<file path="config.mk">
export PLATFORM = sky130hd
export DESIGN_NAME = atomrvcore_imem_arbiter
export DESIGN_NICKNAME = d
export VERILOG_FILES = /design/src/rtl/atomrvcore_imem_arbiter.sv
export SDC_FILE = /design/constraint.sdc
export NUM_CORES = 1
export LEC_CHECK = 0
export CAP_MARGIN = 20
export CELL_PAD_IN_SITES_DETAIL_PLACEMENT = 2
export CELL_PAD_IN_SITES_GLOBAL_PLACEMENT = 2
export CORE_ASPECT_RATIO = 0.8
export CORE_MARGIN = 2
export CORE_UTILIZATION = 26
export CTS_BUF_LIST = sky130_fd_sc_hd__clkbuf_8
export DETAILED_ROUTE_END_ITERATION = 8
export PLACE_DENSITY_LB_ADDON = 0.1
export SYNTH_ARGS = -nofsm -noshare
export SYNTH_HDL_FRONTEND = slang
export SYNTH_SLANG_ARGS = --single-unit
export TNS_END_PERCENT = 20
</file>
<file path="constraint.sdc">
create_clock -name clk_i -period 3.08 [get_ports clk_i]
set_input_delay 0.616 -clock clk_i [delete_from_list [all_inputs] [get_ports clk_i]]
set_output_delay 0.616 -clock clk_i [all_outputs]
set_load 0.1 [all_outputs]
</file>
<file path="src/rtl/atomrvcore_imem_arbiter.sv">
// atomrvcore_imem_arbiter
//   Shares the single instruction-memory port between the fetch unit
//   (read-only) and the loader/debug path (read/write). It keeps at most one
//   transaction in flight and breaks ties round-robin. If memory never
//   answers, a bounded wait ends the transaction with an error response so
//   that fetch cannot hang.
//
// Ports
//   clk_i, rst_i          clock (rising edge), synchronous active-high reset
//   f_req_i, f_addr_i     fetch request/address, held until f_gnt_o
//   f_gnt_o               fetch accepted (1-cycle pulse)
//   f_rvalid_o, f_rdata_o fetch response pulse and held read data
//   f_err_o               fetch response is a timeout error
//   l_req_i, l_we_i,      loader request, write enable, address and
//   l_addr_i, l_wdata_i     write data, held until l_gnt_o
//   l_gnt_o               loader accepted (1-cycle pulse)
//   l_rvalid_o, l_rdata_o loader response pulse (also acks writes), held data
//   l_err_o               loader response is a timeout error
//   m_req_o, m_we_o,      memory request channel, driven only in REQ
//   m_addr_o, m_wdata_o
//   m_gnt_i               memory accepted the request
//   m_rvalid_i, m_rdata_i memory response
//   busy_o                a transaction is in progress (state != IDLE)
module atomrvcore_imem_arbiter #(
  parameter int AW      = 32,
  parameter int DW      = 32,
  parameter int TIMEOUT = 16
) (
  input  logic          clk_i,
  input  logic          rst_i,
  input  logic          f_req_i,
  input  logic [AW-1:0] f_addr_i,
  output logic          f_gnt_o,
  output logic          f_rvalid_o,
  output logic [DW-1:0] f_rdata_o,
  output logic          f_err_o,
  input  logic          l_req_i,
  input  logic          l_we_i,
  input  logic [AW-1:0] l_addr_i,
  input  logic [DW-1:0] l_wdata_i,
  output logic          l_gnt_o,
  output logic          l_rvalid_o,
  output logic [DW-1:0] l_rdata_o,
  output logic          l_err_o,
  output logic          m_req_o,
  output logic          m_we_o,
  output logic [AW-1:0] m_addr_o,
  output logic [DW-1:0] m_wdata_o,
  input  logic          m_gnt_i,
  input  logic          m_rvalid_i,
  input  logic [DW-1:0] m_rdata_i,
  output logic          busy_o
);

  localparam int CW = $clog2(TIMEOUT + 1);
  localparam logic [CW-1:0] CNT_LAST = CW'(TIMEOUT - 1);

  localparam logic OWN_F = 1'b0;
  localparam logic OWN_L = 1'b1;

  typedef enum logic [1:0] {
    S_IDLE = 2'd0,
    S_REQ  = 2'd1,
    S_WAIT = 2'd2
  } state_e;

  state_e          state_q, state_d;
  logic            owner_q;
  logic            last_owner_q;
  logic            we_q;
  logic [AW-1:0]   addr_q;
  logic [DW-1:0]   wdata_q;
  logic [CW-1:0]   cnt_q;
  logic            f_rvalid_q, f_err_q;
  logic            l_rvalid_q, l_err_q;
  logic [DW-1:0]   f_rdata_q, l_rdata_q;

  logic            sel_loader;
  logic            rsp_ok;
  logic            rsp_tmo;

  // The loader wins when it is the only requester, or on a tie when fetch
  // owned the previous transaction.
  assign sel_loader = l_req_i & (~f_req_i | (last_owner_q == OWN_F));

  // A memory response in the timeout cycle takes precedence over the error.
  assign rsp_ok  = (state_q == S_WAIT) & m_rvalid_i;
  assign rsp_tmo = (state_q == S_WAIT) & ~m_rvalid_i & (cnt_q == CNT_LAST);

  always_ff @(posedge clk_i) begin
    if (rst_i) begin
      state_q <= S_IDLE;
    end else begin
      state_q <= state_d;
    end
  end

  always_comb begin
    state_d   = state_q;
    m_req_o   = 1'b0;
    m_we_o    = 1'b0;
    m_addr_o  = '0;
    m_wdata_o = '0;
    f_gnt_o   = 1'b0;
    l_gnt_o   = 1'b0;
    unique case (state_q)
      S_IDLE: begin
        if (f_req_i | l_req_i) state_d = S_REQ;
      end
      S_REQ: begin
        m_req_o   = 1'b1;
        m_we_o    = we_q;
        m_addr_o  = addr_q;
        m_wdata_o = wdata_q;
        if (m_gnt_i) begin
          state_d = S_WAIT;
          f_gnt_o = (owner_q == OWN_F);
          l_gnt_o = (owner_q == OWN_L);
        end
      end
      S_WAIT: begin
        if (rsp_ok | rsp_tmo) state_d = S_IDLE;
      end
      default: state_d = S_IDLE;
    endcase
  end

  always_ff @(posedge clk_i) begin
    if (rst_i) begin
      owner_q      <= OWN_F;
      last_owner_q <= OWN_L;
      we_q         <= 1'b0;
      addr_q       <= '0;
      wdata_q      <= '0;
      cnt_q        <= '0;
      f_rvalid_q   <= 1'b0;
      f_err_q      <= 1'b0;
      l_rvalid_q   <= 1'b0;
      l_err_q      <= 1'b0;
      f_rdata_q    <= '0;
      l_rdata_q    <= '0;
    end else begin
      // Response strobes are single-cycle pulses unless set below.
      f_rvalid_q <= 1'b0;
      f_err_q    <= 1'b0;
      l_rvalid_q <= 1'b0;
      l_err_q    <= 1'b0;

      if ((state_q == S_IDLE) && (f_req_i | l_req_i)) begin
        owner_q <= sel_loader ? OWN_L : OWN_F;
        addr_q  <= sel_loader ? l_addr_i : f_addr_i;
        // Fetch is read-only, so its write fields are forced to zero.
        we_q    <= sel_loader ? l_we_i : 1'b0;
        wdata_q <= sel_loader ? l_wdata_i : '0;
      end

      if ((state_q == S_REQ) && m_gnt_i) begin
        last_owner_q <= owner_q;
        cnt_q        <= '0;
      end

      // Counter is bounded: WAIT is left no later than the CNT_LAST cycle.
      if (state_q == S_WAIT) begin
        cnt_q <= cnt_q + 1'b1;
      end

      if (rsp_ok | rsp_tmo) begin
        if (owner_q == OWN_F) begin
          f_rvalid_q <= 1'b1;
          f_err_q    <= rsp_tmo;
          f_rdata_q  <= rsp_ok ? m_rdata_i : '0;
        end else begin
          l_rvalid_q <= 1'b1;
          l_err_q    <= rsp_tmo;
          l_rdata_q  <= rsp_ok ? m_rdata_i : '0;
        end
      end
    end
  end

  assign f_rvalid_o = f_rvalid_q;
  assign f_err_o    = f_err_q;
  assign f_rdata_o  = f_rdata_q;
  assign l_rvalid_o = l_rvalid_q;
  assign l_err_o    = l_err_q;
  assign l_rdata_o  = l_rdata_q;
  assign busy_o     = (state_q != S_IDLE);

endmodule

</file>
# Word-level counts from Yosys, hierarchy flattened
# Cells that the tools add are included.
# word_totals
ramBits,0
word_cells,64
latch_bits,0
n_memories,0
mem_bits_ro,0
register_bits,142
out_inout_bits,137
# op_classes
n_addsub,1
mul,0
n_mux,21
n_eq_ne,6
shift,0
reduce_logical,11
n_lt_le_gt_ge,0
bitwise_logic,12
div,0
# ops
cell,count
$mux W32,5
$mux W1,10
$mux W5,2
$mux W2,3
$ne A2 B2 Y1 const B,3
$pmux W2 S3,1
$reduce_or A3 Y1,2
$add A5 B1 Y5 const B,1
$eq A5 B4 Y1 const B,1
$not A1 Y1,5
$and A1 B1 Y1,4
$reduce_and A2 Y1,2
$reduce_bool A2 Y1,2
$or A1 B1 Y1,3
$reduce_and A3 Y1,1
$eq A2 B1 Y1 const B,1
$eq A2 B2 Y1 const B,1
$logic_and A1 B1 Y1,2
$logic_not A2 Y1,1
$reduce_or A2 Y1,1

# Longest topological paths before layout
# logic_depth
ltp_word,6
mapped_depth,7
ltp_nobuf,6

# Worst setup path before layout
# Ideal clock, no wire load.
# synth_timing
path_kind,register -> output
startpoint,register state_q[0]
endpoint,output port m_addr_o[10]
path_slack_ns,0.416
required_ns,2.464
stages_incl_launch_ff,5
arrival_ns,2.048
cell_sequence,dfxtp_1 buf_4 nor2b_1 buf_2 and2_1
# synth_between
elab_chain_cells,2
# synth_rtl
item,line_no,rtl
start: declaration,67,"state_e state_q, state_d;"
start signal: assignment,94,state_q <= state_d;
$eq A2 B1 Y1,106,unique case (state_q)
$mux W32,106,
end: declaration,47,"output logic [AW-1:0] m_addr_o,"
# No other way between the ends.

# Final worst setup path
# layout_timing
startpoint,register state_q[0]
endpoint,output port m_wdata_o[3]
# layout_between
elab_chain_cells,2
# layout_rtl
item,line_no,rtl
$eq A2 B1 Y1,106,
$mux W32,106,
end: declaration,48,"output logic [DW-1:0] m_wdata_o,"
# No other way between the ends.

==> metrics <==
CP endpoint kind=output port; post-route ant nets=0; Final Hold Fails=0; warnings from Yosys=0; CP endpoint=m_wdata_o[3]; Tot GR Track Use=19.21%; Chip Height=~140 um; Routed WL=~22 mm; count of cell types in the netlist=42; FILL cells=2281; Std-Cell Rows=48; sequential element share of the synthesized area=around half; Main synth FF type=dfxtp_1; Worst EP required=~2.5 ns; PnR worst setup slack=approximately 0.27 ns; worst reg2reg endpoint=l_rdata_o[31]$_SDFFE_PP0P_; R2R depth=6; first-pass GRT wire length=34.52 mm; Pwr Density=about 510 nW/um2; slowest stage delay, CP=~0.62 ns; CP Launch Type=flop; crit-path most repeated cell=buf_4; HP Start=wdata_q[2]$_SDFFE_PP0P_; total negative slack=0 ns; GP Congestion=about 0.79; pin count of the biggest net entering global routing=49; sequence of cells on the critical path=nor2b_4, buf_4, and2_1, buf_4; drt initial violations=around 190; total gr overflow=0; Highest Clock Rate=roughly 0.36 GHz; reg2reg start=cnt_q[0]$_SDFFE_PP0P_; Synth Area in Adders=less than 1%; main combinational cell family by area after synthesis=compound AO/OA/AOI/OAI gates; routed len/inst=roughly 20 um; Max Root-Sink Buffers=2; Static Leak=3.781 nW; Core ar.=~22000 um2; Worst-path clk slew=around 0.090 ns; pre-CTS WS=0.5823 ns; Remaining DRCs=0; Crit Path Category=flop to output port; slowest library cell on the worst path=dfxtp_1; Post-synth EDFFs=0; initial core utilization=26.48%; Die X-Extent=169.7 um; Worst Tran Pin Value=around 0.87 ns; post-CTS sizing=0; Max FO, Critical Path=48; CTS sink count=roughly 140; Hold/Removal Path Class=flop to flop; Post-Synth Simple-Gate Area=between 10% and 20%; average size of a mapped cell=between 9 and 10 um2; die area=23170 um2; Post-CTS Setup Bufs=0; Via density=4.877; # nets final=between 900 and 1000; compound-cell area share of the yosys netlist=25.22%; hold buffers post-CTS=0; Final setup viols=0; io pins=272; r2r setup slk=0.83 ns; IO Port Bufs=approximately 270; Syn Nets=between 700 and 800; number of global-route vias before repair=around 6000; CTS Buf Count=17; XOR/XNOR share of the synthesized area=0%; Post-Syn Instances=just under 600; Max-Cap Viols=0; status=finished, final reports clean; DR pass1 iterations=4; initial antenna violation count=1; post-synthesis register bit count=about 140; Post-synth ARST share=0%; RSZ-0062 raised after global routing=no; root cell of the clock tree=clkbuf_8; Area Growth Syn to Fin=61.21%; Slew HR=42.33%; vias after detailed routing=around 5500; period utilization=between 90 and 100%; Synth Cell Area=~5700 um2; multiplexer share of the synthesized area=less than 1%; multi-input logic area=2541 um2; Worst VDD drop=0.2147 mV; Clock Latency Late Sink=between 0.4 and 0.5 ns; CTS tree=built; Critical path origin=state_q[0]$_SDFFE_PP0P_; pins over their slew limit=0; share of cells above drive strength 1=23.28%; worst endpoint data arrival time=about 2.2 ns; dpl hpwl=between 15 and 20 mm; Reg area=about 2800 um2; fin crit period=2.808 ns; Worst Skew=~0.018 ns; H-tree Lvls=4
-- sequential cells by signal, summed over array words and instances, names as in the netlist --
name / cells
owner_q: 1
l_err_o: 1
addr_q: 32
state_q: 2
l_rvalid_o: 1
f_rvalid_o: 1
last_owner_q: 1
cnt_q: 5
wdata_q: 32
f_err_o: 1
l_rdata_o: 32
f_rdata_o: 32
we_q: 1
-- layout make-up --
cell class	count	share of cell area, %
Timing Repair Buffer	285	32.95
Tap cell	275	3.738
Antenna cell	1	0.02719
Clock buffer	18	2.692
Sequential cell	142	30.89
Inverter	4	0.1631
Multi-Input combinational cell	379	27.61
Clock inverter	14	1.930
-- layer usage --
| layer | share of wire (%) | GRT usage [%] |
|---|---|---|
| met5 | 0 | 0 |
| met4 | 1.7 | 6.410 |
| met3 | 6.3 | 5.552 |
| met2 | 47 | 30.88 |
| met1 | 45 | 24.86 |
-- worst min path at each step --
stage / endpoint / cells past startpoint
6_report: wdata_q[2]$_SDFFE_PP0P_ / 1
5_1_grt: wdata_q[10]$_SDFFE_PP0P_ / 1
4_1_cts: wdata_q[2]$_SDFFE_PP0P_ / 1
3_5_place_dp: wdata_q[2]$_SDFFE_PP0P_ / 1
3_3_place_gp: wdata_q[9]$_SDFFE_PP0P_ / 1
2_1_floorplan: wdata_q[0]$_SDFFE_PP0P_ / 1
-- report_power, final --
group          leakage, nW  internal, mW  switching [mW]  total, mW
Clock                0.214         0.839           0.813       1.65
Sequential            1.16          1.92          0.0503       1.97
Combinational         2.41         0.412           0.644       1.06
-- worst max-delay path, delay by kind of cell (launching register included) --
family	cells	cell delay, ns
buffers and inverters	2	0.66
flip-flops	1	0.62
AND/OR/NAND/NOR	2	0.45
-- cells in the mapped netlist (all sizes together) (3+ instances only) --
library cell	n	area [um2]
dfxtp	142	2843
a22o	97	849.6
nand2	68	255.2
and2	65	406.6
buf	43	282.8
a21oi	41	209.0
nor2b	34	212.7
a311oi	32	280.3
nor2	12	57.55
clkbuf	10	37.54
inv	4	15.01
nor3	4	31.28
and3	3	18.77
nand2b	3	21.27
-- kinds of logic after synthesis --
family	after synthesis
flops	142
buf+inv	57
compound gates	180
mux	1
fa+ha+maj	2
simple gates	196
-- placed cells by master, fill, tap and decap left out, types with 32 or more instances in the layout --
cell	n
and2_1	65
buf_4	106
nor2b_1	33
a311oi_1	32
nand2_1	68
a22o_1	97
a21oi_1	40
dfxtp_1	142
clkdlybuf4s50_1	133
buf_12	45
-- per-stage QoR --
stage / area (um2) / cells / hold slack [ns] / util (%) / total power [mW]
floorplan: 5709 / 578 / 0.4339 / - / 2.638
detailed placement: 8776 / 1085 / 0.4550 / 40.70 / 3.077
global placement: 8776 / 1085 / 0.4478 / 40.70 / 3.047
finish: 9204 / 1118 / 0.4721 / 42.69 / 4.678
CTS: 9201 / 1117 / 0.4779 / 42.68 / 4.759
global route: 9204 / 1118 / 0.4945 / 42.69 / 4.905
(Power assumes the default switching activity.)
